<file path="config.mk">
export PLATFORM = sky130hd
export DESIGN_NAME = alu_decode_stage
export DESIGN_NICKNAME = d
export VERILOG_FILES = /design/src/rtl/alu_decode_stage.sv
export SDC_FILE = /design/constraint.sdc
export NUM_CORES = 1
export LEC_CHECK = 0
export ABC_AREA = 1
export BUFFER_PORTS_ARGS = -buffer_cell sky130_fd_sc_hd__buf_2
export CAP_MARGIN = 25
export CORE_ASPECT_RATIO = 1.2
export CORE_MARGIN = 4
export CORE_UTILIZATION = 40
export DETAILED_ROUTE_END_ITERATION = 6
export PLACE_DENSITY = 0.79
export SETUP_SLACK_MARGIN = 0.3
export SYNTH_ARGS = -nofsm -noshare
export SYNTH_HDL_FRONTEND = slang
export SYNTH_SLANG_ARGS = --single-unit
</file>
<file path="constraint.sdc">
create_clock -name d_clk -period 4.23 [get_ports d_clk]
set_clock_uncertainty 0.1 [all_clocks]
set_input_delay 0.423 -clock d_clk [delete_from_list [all_inputs] [get_ports d_clk]]
set_output_delay 0.423 -clock d_clk [all_outputs]
set_load 0.01 [all_outputs]
</file>
<file path="src/rtl/alu_decode_stage.sv">
// MIPS decode stage: one registered decoded instruction with valid/ready handshake, stall and flush.
// Optional trap on illegal encodings is enabled by defining DECODE_ILLEGAL_TRAP_EN.
module alu_decode_stage #(
  parameter int DWIDTH    = 32,
  parameter int PC_WIDTH  = 32,
  parameter int IMM_WIDTH = 16
) (
  input  logic                 d_clk,
  input  logic                 d_rst,
  input  logic [31:0]          d_i_instr,
  input  logic [PC_WIDTH-1:0]  d_i_pc,
  input  logic                 d_i_valid,
  output logic                 d_o_ready,
  input  logic                 d_i_ready,
  input  logic                 d_i_flush,
  output logic                 d_o_valid,
  output logic [4:0]           d_o_funct,
  output logic                 d_o_alu_src,
  output logic [IMM_WIDTH-1:0] d_o_imm,
  output logic [PC_WIDTH-1:0]  d_o_pc,
  output logic [4:0]           d_o_rs_addr,
  output logic [4:0]           d_o_rt_addr,
  output logic [4:0]           d_o_rd_addr,
  output logic                 d_o_reg_we,
  output logic                 d_o_mem_rd,
  output logic                 d_o_mem_wr,
  output logic                 d_o_branch,
  output logic                 d_o_illegal
);

  if (DWIDTH < 1 || IMM_WIDTH < 16 || PC_WIDTH < 1) begin : g_bad_param
    $error("alu_decode_stage: unsupported parameter combination");
  end

  localparam logic [4:0] FN_ADD  = 5'd0;
  localparam logic [4:0] FN_SUB  = 5'd1;
  localparam logic [4:0] FN_AND  = 5'd2;
  localparam logic [4:0] FN_OR   = 5'd3;
  localparam logic [4:0] FN_XOR  = 5'd4;
  localparam logic [4:0] FN_SLT  = 5'd5;
  localparam logic [4:0] FN_SLTU = 5'd6;
  localparam logic [4:0] FN_SLL  = 5'd7;
  localparam logic [4:0] FN_SRL  = 5'd8;
  localparam logic [4:0] FN_SRA  = 5'd9;
  localparam logic [4:0] FN_ADDU = 5'd14;
  localparam logic [4:0] FN_BEQ  = 5'd15;
  localparam logic [4:0] FN_BNE  = 5'd16;
  localparam logic [4:0] FN_NONE = 5'd31;

`ifdef DECODE_ILLEGAL_TRAP_EN
  typedef enum logic {RUN = 1'b0, TRAP = 1'b1} state_t;
  state_t state;
`endif

  logic [5:0]           op;
  logic [5:0]           fn;
  logic [4:0]           dec_funct;
  logic                 dec_alu_src;
  logic [IMM_WIDTH-1:0] dec_imm;
  logic [4:0]           dec_rs;
  logic [4:0]           dec_rt;
  logic [4:0]           dec_rd;
  logic                 dec_we;
  logic                 dec_mem_rd;
  logic                 dec_mem_wr;
  logic                 dec_branch;
  logic                 dec_illegal;
  logic                 accept;
  logic                 drain;

  assign op = d_i_instr[31:26];
  assign fn = d_i_instr[5:0];

  always_comb begin
    dec_funct   = FN_NONE;
    dec_alu_src = 1'b0;
    dec_imm     = IMM_WIDTH'(d_i_instr[15:0]);
    dec_rs      = d_i_instr[25:21];
    dec_rt      = d_i_instr[20:16];
    dec_rd      = 5'd0;
    dec_we      = 1'b0;
    dec_mem_rd  = 1'b0;
    dec_mem_wr  = 1'b0;
    dec_branch  = 1'b0;
    dec_illegal = 1'b0;
    if (d_i_instr != 32'd0) begin
      unique case (op)
        6'h00: begin
          dec_we = 1'b1;
          dec_rd = d_i_instr[15:11];
          unique case (fn)
            6'h20: dec_funct = FN_ADD;
            6'h21: dec_funct = FN_ADDU;
            6'h22, 6'h23: dec_funct = FN_SUB;
            6'h24: dec_funct = FN_AND;
            6'h25: dec_funct = FN_OR;
            6'h26: dec_funct = FN_XOR;
            6'h2A: dec_funct = FN_SLT;
            6'h2B: dec_funct = FN_SLTU;
            // The ALU shifts operand A, so the shifted register (rt) is routed to rs.
            6'h00, 6'h02, 6'h03: begin
              dec_rs      = d_i_instr[20:16];
              dec_imm     = IMM_WIDTH'(d_i_instr[10:6]);
              dec_alu_src = 1'b1;
              dec_funct   = (fn == 6'h00) ? FN_SLL : ((fn == 6'h02) ? FN_SRL : FN_SRA);
            end
            default: begin
              dec_we      = 1'b0;
              dec_rd      = 5'd0;
              dec_illegal = 1'b1;
            end
          endcase
        end
        6'h08, 6'h09, 6'h0A, 6'h0B, 6'h0C, 6'h0D, 6'h0E: begin
          dec_alu_src = 1'b1;
          dec_rd      = d_i_instr[20:16];
          dec_we      = 1'b1;
          unique case (op)
            6'h08:   dec_funct = FN_ADD;
            6'h09:   dec_funct = FN_ADDU;
            6'h0A:   dec_funct = FN_SLT;
            6'h0B:   dec_funct = FN_SLTU;
            6'h0C:   dec_funct = FN_AND;
            6'h0D:   dec_funct = FN_OR;
            default: dec_funct = FN_XOR;
          endcase
        end
        6'h23: begin
          dec_funct   = FN_ADD;
          dec_alu_src = 1'b1;
          dec_mem_rd  = 1'b1;
          dec_we      = 1'b1;
          dec_rd      = d_i_instr[20:16];
        end
        6'h2B: begin
          dec_funct   = FN_ADD;
          dec_alu_src = 1'b1;
          dec_mem_wr  = 1'b1;
        end
        6'h04, 6'h05: begin
          dec_funct  = (op == 6'h04) ? FN_BEQ : FN_BNE;
          dec_branch = 1'b1;
        end
        default: dec_illegal = 1'b1;
      endcase
    end
  end

`ifdef DECODE_ILLEGAL_TRAP_EN
  assign d_o_ready = (!d_o_valid || d_i_ready) && (state == RUN);
`else
  assign d_o_ready = !d_o_valid || d_i_ready;
`endif

  assign accept = d_i_valid && d_o_ready;
  assign drain  = d_o_valid && d_i_ready;

  always_ff @(posedge d_clk or posedge d_rst) begin
    if (d_rst) begin
`ifdef DECODE_ILLEGAL_TRAP_EN
      state       <= RUN;
`endif
      d_o_valid   <= 1'b0;
      d_o_funct   <= 5'd0;
      d_o_alu_src <= 1'b0;
      d_o_imm     <= '0;
      d_o_pc      <= '0;
      d_o_rs_addr <= 5'd0;
      d_o_rt_addr <= 5'd0;
      d_o_rd_addr <= 5'd0;
      d_o_reg_we  <= 1'b0;
      d_o_mem_rd  <= 1'b0;
      d_o_mem_wr  <= 1'b0;
      d_o_branch  <= 1'b0;
      d_o_illegal <= 1'b0;
    end else if (d_i_flush) begin
`ifdef DECODE_ILLEGAL_TRAP_EN
      state     <= RUN;
`endif
      d_o_valid <= 1'b0;
    end else if (accept) begin
`ifdef DECODE_ILLEGAL_TRAP_EN
      if (dec_illegal) state <= TRAP;
`endif
      d_o_valid   <= 1'b1;
      d_o_funct   <= dec_funct;
      d_o_alu_src <= dec_alu_src;
      d_o_imm     <= dec_imm;
      d_o_pc      <= d_i_pc;
      d_o_rs_addr <= dec_rs;
      d_o_rt_addr <= dec_rt;
      d_o_rd_addr <= dec_rd;
      d_o_reg_we  <= dec_we;
      d_o_mem_rd  <= dec_mem_rd;
      d_o_mem_wr  <= dec_mem_wr;
      d_o_branch  <= dec_branch;
      d_o_illegal <= dec_illegal;
    end else if (drain) begin
      d_o_valid <= 1'b0;
    end
  end

endmodule

</file>
Yosys cells after proc, flatten, opt, wreduce, memory -nomap -nowiden
Cells that the tools add are included.
{"block": "classes", "div": 0, "bitwise": 1, "reduce_logical": 18, "shifts": 0, "n_mux": 34, "n_lt_le_gt_ge": 0, "eq_ne": 22, "mul": 0, "n_addsub": 0}
{"op": "$eq 6x6->1 const B", "count": 11}
{"op": "$mux 16", "count": 3}
{"op": "$pmux 5 s9", "count": 1}
{"op": "$eq 6x4->1 const B", "count": 7}
{"op": "$mux 5", "count": 7}
{"op": "$reduce_bool 32->1", "count": 1}
{"op": "$pmux 4 s6", "count": 1}
{"op": "$pmux 5 s4", "count": 1}
{"op": "$mux 1", "count": 16}
{"op": "$eq 6x2->1 const B", "count": 2}
{"op": "$eq 6x3->1 const B", "count": 2}
{"op": "$logic_not 6->1", "count": 2}
{"op": "$reduce_or 12->1", "count": 1}
{"op": "$reduce_or 11->1", "count": 1}
{"op": "$pmux 5 s2", "count": 1}
{"op": "$reduce_or 9->1", "count": 1}
{"op": "$reduce_or 8->1", "count": 1}
{"op": "$reduce_or 7->1", "count": 1}
{"op": "$pmux 1 s2", "count": 3}
{"op": "$reduce_or 2->1", "count": 3}
{"op": "$mux 4", "count": 1}
{"op": "$reduce_bool 3->1", "count": 1}
{"op": "$reduce_or 3->1", "count": 1}
{"op": "$logic_and 1x1->1", "count": 2}
{"op": "other kinds (4)", "count": 4}
{"block": "totals", "elab_cells": 88, "ramBits": 0, "mem_bits_ro": 0, "mem_count": 0, "in_bits": 69, "output_inout_bits": 76, "latchBits": 0, "ff_bits": 75}

Longest topological paths before layout
{"block": "logic_depth", "word_depth": 6, "ltp_mapped": 11, "ltp_nobuf": 11}

Worst setup path after synthesis
No wires, ideal clock.
{"block": "synth_timing", "path_type": "input to register", "startpoint": "in d_i_instr[5]", "endpoint": "reg d_o_imm[1]", "required_ns": 4.012, "stages": 10, "t_arrival_ns": 1.309, "n_path_buf": 0, "setup_slack_ns": 2.703, "setup_ns": 0.118, "cell_sequence": "nor2_2 -> nand2_1 -> nor2_1 -> nand2_1 -> nor2_1 -> inv_2 -> nand2_4 -> nand2_1 -> nand3_1 -> nand2_1"}
{"block": "synth_between", "elab_chain_cells": 5, "elab_cells_between_ends": 8, "classes_between": "eq/ne: 2; mux: 3; reduce/logical: 3"}
{"item": "start: declaration", "line": "10", "source": "input logic [31:0] d_i_instr,"}
{"item": "$eq 6x2->1 or $logic_not 6->1 (tied branches)", "line": "91", "source": "unique case (fn)"}
{"item": "$reduce_or 3->1", "line": "91"}
{"item": "$mux 16", "line": "91"}
{"item": "$mux 16", "line": "87", "source": "unique case (op)"}
{"item": "$mux 16 *", "line": "86", "source": "if (d_i_instr != 32'd0) begin"}
{"item": "end signal: assignment", "line": "188", "source": "d_o_imm <= dec_imm;"}
{"item": "end: declaration", "line": "19", "source": "output logic [IMM_WIDTH-1:0] d_o_imm,"}
Every way passes the cells marked *; elsewhere a longest branch is shown, timed or not.
A chain may end at the register's enable or synchronous reset.

Final worst setup path
{"block": "layout_timing", "startpoint": "reg d_o_valid", "endpoint": "reg d_o_imm[14]"}
{"block": "layout_between", "elab_chain_cells": 4}
{"item": "start: declaration", "line": "16", "source": "output logic d_o_valid,"}
{"item": "start signal: assignment", "line": "163", "source": "d_o_valid <= 1'b0;"}
{"item": "start signal: assignment", "line": "180", "source": "d_o_valid <= 1'b0;"}
{"item": "start signal: assignment", "line": "185", "source": "d_o_valid <= 1'b1;"}
{"item": "$logic_not 1->1", "line": "152", "source": "assign d_o_ready = !d_o_valid || d_i_ready;"}
{"item": "$logic_or 1x1->1", "line": "152"}
{"item": "$logic_and 1x1->1", "line": "155", "source": "assign accept = d_i_valid && d_o_ready;"}
{"item": "$reduce_and 2->1 (no source line)"}
Every way passes these cells.

==> impl_metrics.yaml <==
outcome:
  status: "finished, final reports clean"
pwr:
  p_leak_nw: 2.721
  power_frac_seq_pct: 47.5
  switchingPower_mw: 0.5787
  powerDensity_nw_per_um2: 383.2
  swShare_pct: 31.68
  ir_worst_vdd_mv: 0.1807
  p_int_mw: 1.248
  clkPwrFrac_pct: 31.3
  combPwrFrac_pct: 21.2
detailed_routing:
  drc: 0
  drt_iter0_drc: 185
  vias_per_cell: 4.672
  antenna_left: 0
  vias: 3621
  wl_per_cell_um: 13.01
  drt-total-wl_um: 10080
  dr.pass1.iters: 4
cts:
  clockRootBuffer: "clkbuf_8"
  cts_tree: "yes"
  htreeDepth: 3
  numClockSinks: 75
  ctsResizeCount: 0
  cts_buffer_depth: 2
  clkTransAtPathRegs_ns: 0.08
  post_cts_buffers: 0
  cts_buffers: 9
  worstSkewPairLatency_ns: 0.34
timing:
  worst_slack_ns: 2.332
  final-setup-viol-count: 0
  rsz0062_at_grt: "false"
  slew_headroom_pct: 46.69
  final_max_slew_viol_count: 0
  period_needed_ns: 1.898
  final_hold_viol_count: 0
  post-route-period-util_pct: 44.88
  fin_setup_tns_ns: 0
  worst_pin_slew_ns: 0.7997
  max_freq_mhz: 526.8
synth:
  synthSimpleGateAreaFrac_pct: 37.81
  synth_mux_area_share_pct: 0
  avgSynthCellArea_um2: 7.433
  synth-compound-area-share_pct: 5.467
  yosys_warnings: 0
  synth.top_cell.area_share_pct: 49.70
  synth_cell_types: 25
  yosys_register_bits: 75
  yosys.area.top_type: "dfrtp_1"
  syn_nets: 577
  yosys-top-cells-area: "dfrtp_1, nand2_1, nor2_1"
  syn_inst: 508
  netlist_area_um2: 3776
  synth_fa_ha_area_share_pct: 0
  synth_seq_area_share_pct: 49.70
  synth_top_family_by_area: "simple AND/OR/NAND/NOR gates"
  synthXorXnorAreaFrac_pct: 0
global_route:
  grt_pass1_wl_um: 16720
  antenna_found_initial: 0
  grt_max_degree: 80
  grt.overflow.total: 0
  grt_pass1_vias: 3528
  track_usage_pct: 18.63
place:
  place_ws_ns: 2.229
  gp_congestion: 0.8696
  hpwlAfterDp_um: 7662
  portBuffers: 144
setup_path:
  crit_required_ns: 4.41
  crit_fanout: 37
  cp-end-kind: "flip-flop"
  worst_ep_arrival_time_ns: 2.08
  crit_type: "flip-flop to flip-flop"
  start_kind: "flip-flop"
cells_and_area:
  drive_gt1_share_pct: 29.77
  layout_common_cells: "nand2_1, buf_2, dfrtp_1"
  fill_cells: 930
  final_common_cell: "nand2_1"
  final_util_pct: 52.22
  n_antenna_cell: 0
  syn2layout_area_growth_pct: 26.24
  nNetsFinal: 719
floorplan:
  fp.dieArea_um2: 11070
  rows: 38
  ioPinCount: 145
  fp.dieH_um: 114.4
  start_util_pct: 41.37
  coreArea_um2: 9129
  die_w_um: 96.70
flow_run:
  maxCapViolCount: 0
hold_path:
  hold_class: "input pin to flip-flop"
power groups by stage:
stage	clock network, mW	logic, mW	registers [mW]
2_1_floorplan	0	0.164	0.923
3_3_place_gp	0	0.385	0.877
3_5_place_dp	0	0.394	0.878
4_1_cts	0.587	0.394	0.868
5_1_grt	0.627	0.438	0.879
6_report	0.572	0.387	0.867
cell usage after synthesis:
master       n
buf_8        1
o21a_4       1
nor3_1       3
clkbuf_8     3
nand3_1     33
clkbuf_1     5
nand2_2      6
nor2_1      50
nand2_1    239
buf_1        1
nand4_1      4
nor2_4       3
buf_2        5
o21ai_1      1
nor2_2       4
dfrtp_1     75
a21oi_1      3
nand2_4      1
o21ai_2     10
nand3_2      3
o21ai_0     15
buf_4        2
inv_2        2
inv_1       37
o2111ai_1    1
per-stage QoR:
stage          cells  instance area [um2]  hold slack, ns  total power [mW]
2_1_floorplan    508                 3776          0.3861             1.087
4_1_cts          775                 4767          0.1150             1.849
3_5_place_dp     758                 4552          0.2418             1.272
6_report         775                 4767          0.1362             1.827
5_1_grt          775                 4767          0.1177             1.945
3_3_place_gp     758                 4552          0.2390             1.262
layout make-up:
| cell class | instances | area, um2 | share of cell area [%] |
|---|---|---|---|
| inverter | 39 | 147.6 | 3.097 |
| sequential | 75 | 1877 | 39.37 |
| timing repair buffer | 148 | 753.2 | 15.80 |
| clock buffer | 9 | 123.9 | 2.598 |
| tap | 120 | 150.1 | 3.150 |
| clock inverter | 7 | 81.33 | 1.706 |
| multi-input combinational | 377 | 1634 | 34.28 |
flip-flops by register name, summed over array words and instances (netlist names):
register and cells:
d_o_funct 5, d_o_branch 1, d_o_mem_wr 1, d_o_rd_addr 5, d_o_alu_src 1, d_o_rt_addr 5, d_o_valid 1, d_o_reg_we 1
d_o_rs_addr 5, d_o_pc 32, d_o_illegal 1, d_o_mem_rd 1, d_o_imm 16
worst paths after layout:
kind                                         from                        to  slack (ns)  cells past startpoint
min in group asynchronous                   d_rst    d_o_pc[27]$_DFFE_PP0P_        0.40                      3
hold / removal                          d_i_flush     d_o_valid$_DFFE_PP0P_        0.14                      2
setup reg to reg            d_o_valid$_DFFE_PP0P_   d_o_imm[14]$_DFFE_PP0P_        2.33                      8
hold reg to reg            d_o_branch$_DFFE_PP0P_    d_o_branch$_DFFE_PP0P_        0.38                      2
setup / recovery            d_o_valid$_DFFE_PP0P_   d_o_imm[14]$_DFFE_PP0P_        2.33                      8
max in group asynchronous                   d_rst  d_o_funct[0]$_DFFE_PP0P_        2.57                      4
per-layer routing:
| metal | vias up | global-route usage (%) | part of all wire, % |
|---|---|---|---|
| met1 | 1642 | 23.28 | 42 |
| met5 | - | 0 | 0 |
| li1 | 1846 | - | - |
| met3 | 14 | 4.449 | 7.5 |
| met4 | 0 | 8.052 | 2.2 |
| met2 | 119 | 30.99 | 49 |
timing repair:
action / in CTS / in global routing
hold buffers: 1 / 0
endpoints found under the hold margin: 11 / 0
setup endpoints to repair: 0 / 0
worst max-delay path, stage by stage, from the launching register on:
cell	delay (ns)
dfrtp_1	0.38
inv_1	0.05
nor2_1	0.03
inv_1	0.09
nand2_2	0.07
inv_2	0.41
buf_4	0.44
nand2_1	0.11
o21ai_2	0.14
logic make-up (layout without fill, tap and decap cells):
group / count (synthesis) / count (layout)
buffers and inverters: 56 / 203
AOI/OAI and AO/OA: 31 / 31
DFF: 75 / 75
and+or+nand+nor: 346 / 346
Note: power is estimated with default switching activity, not from simulation.
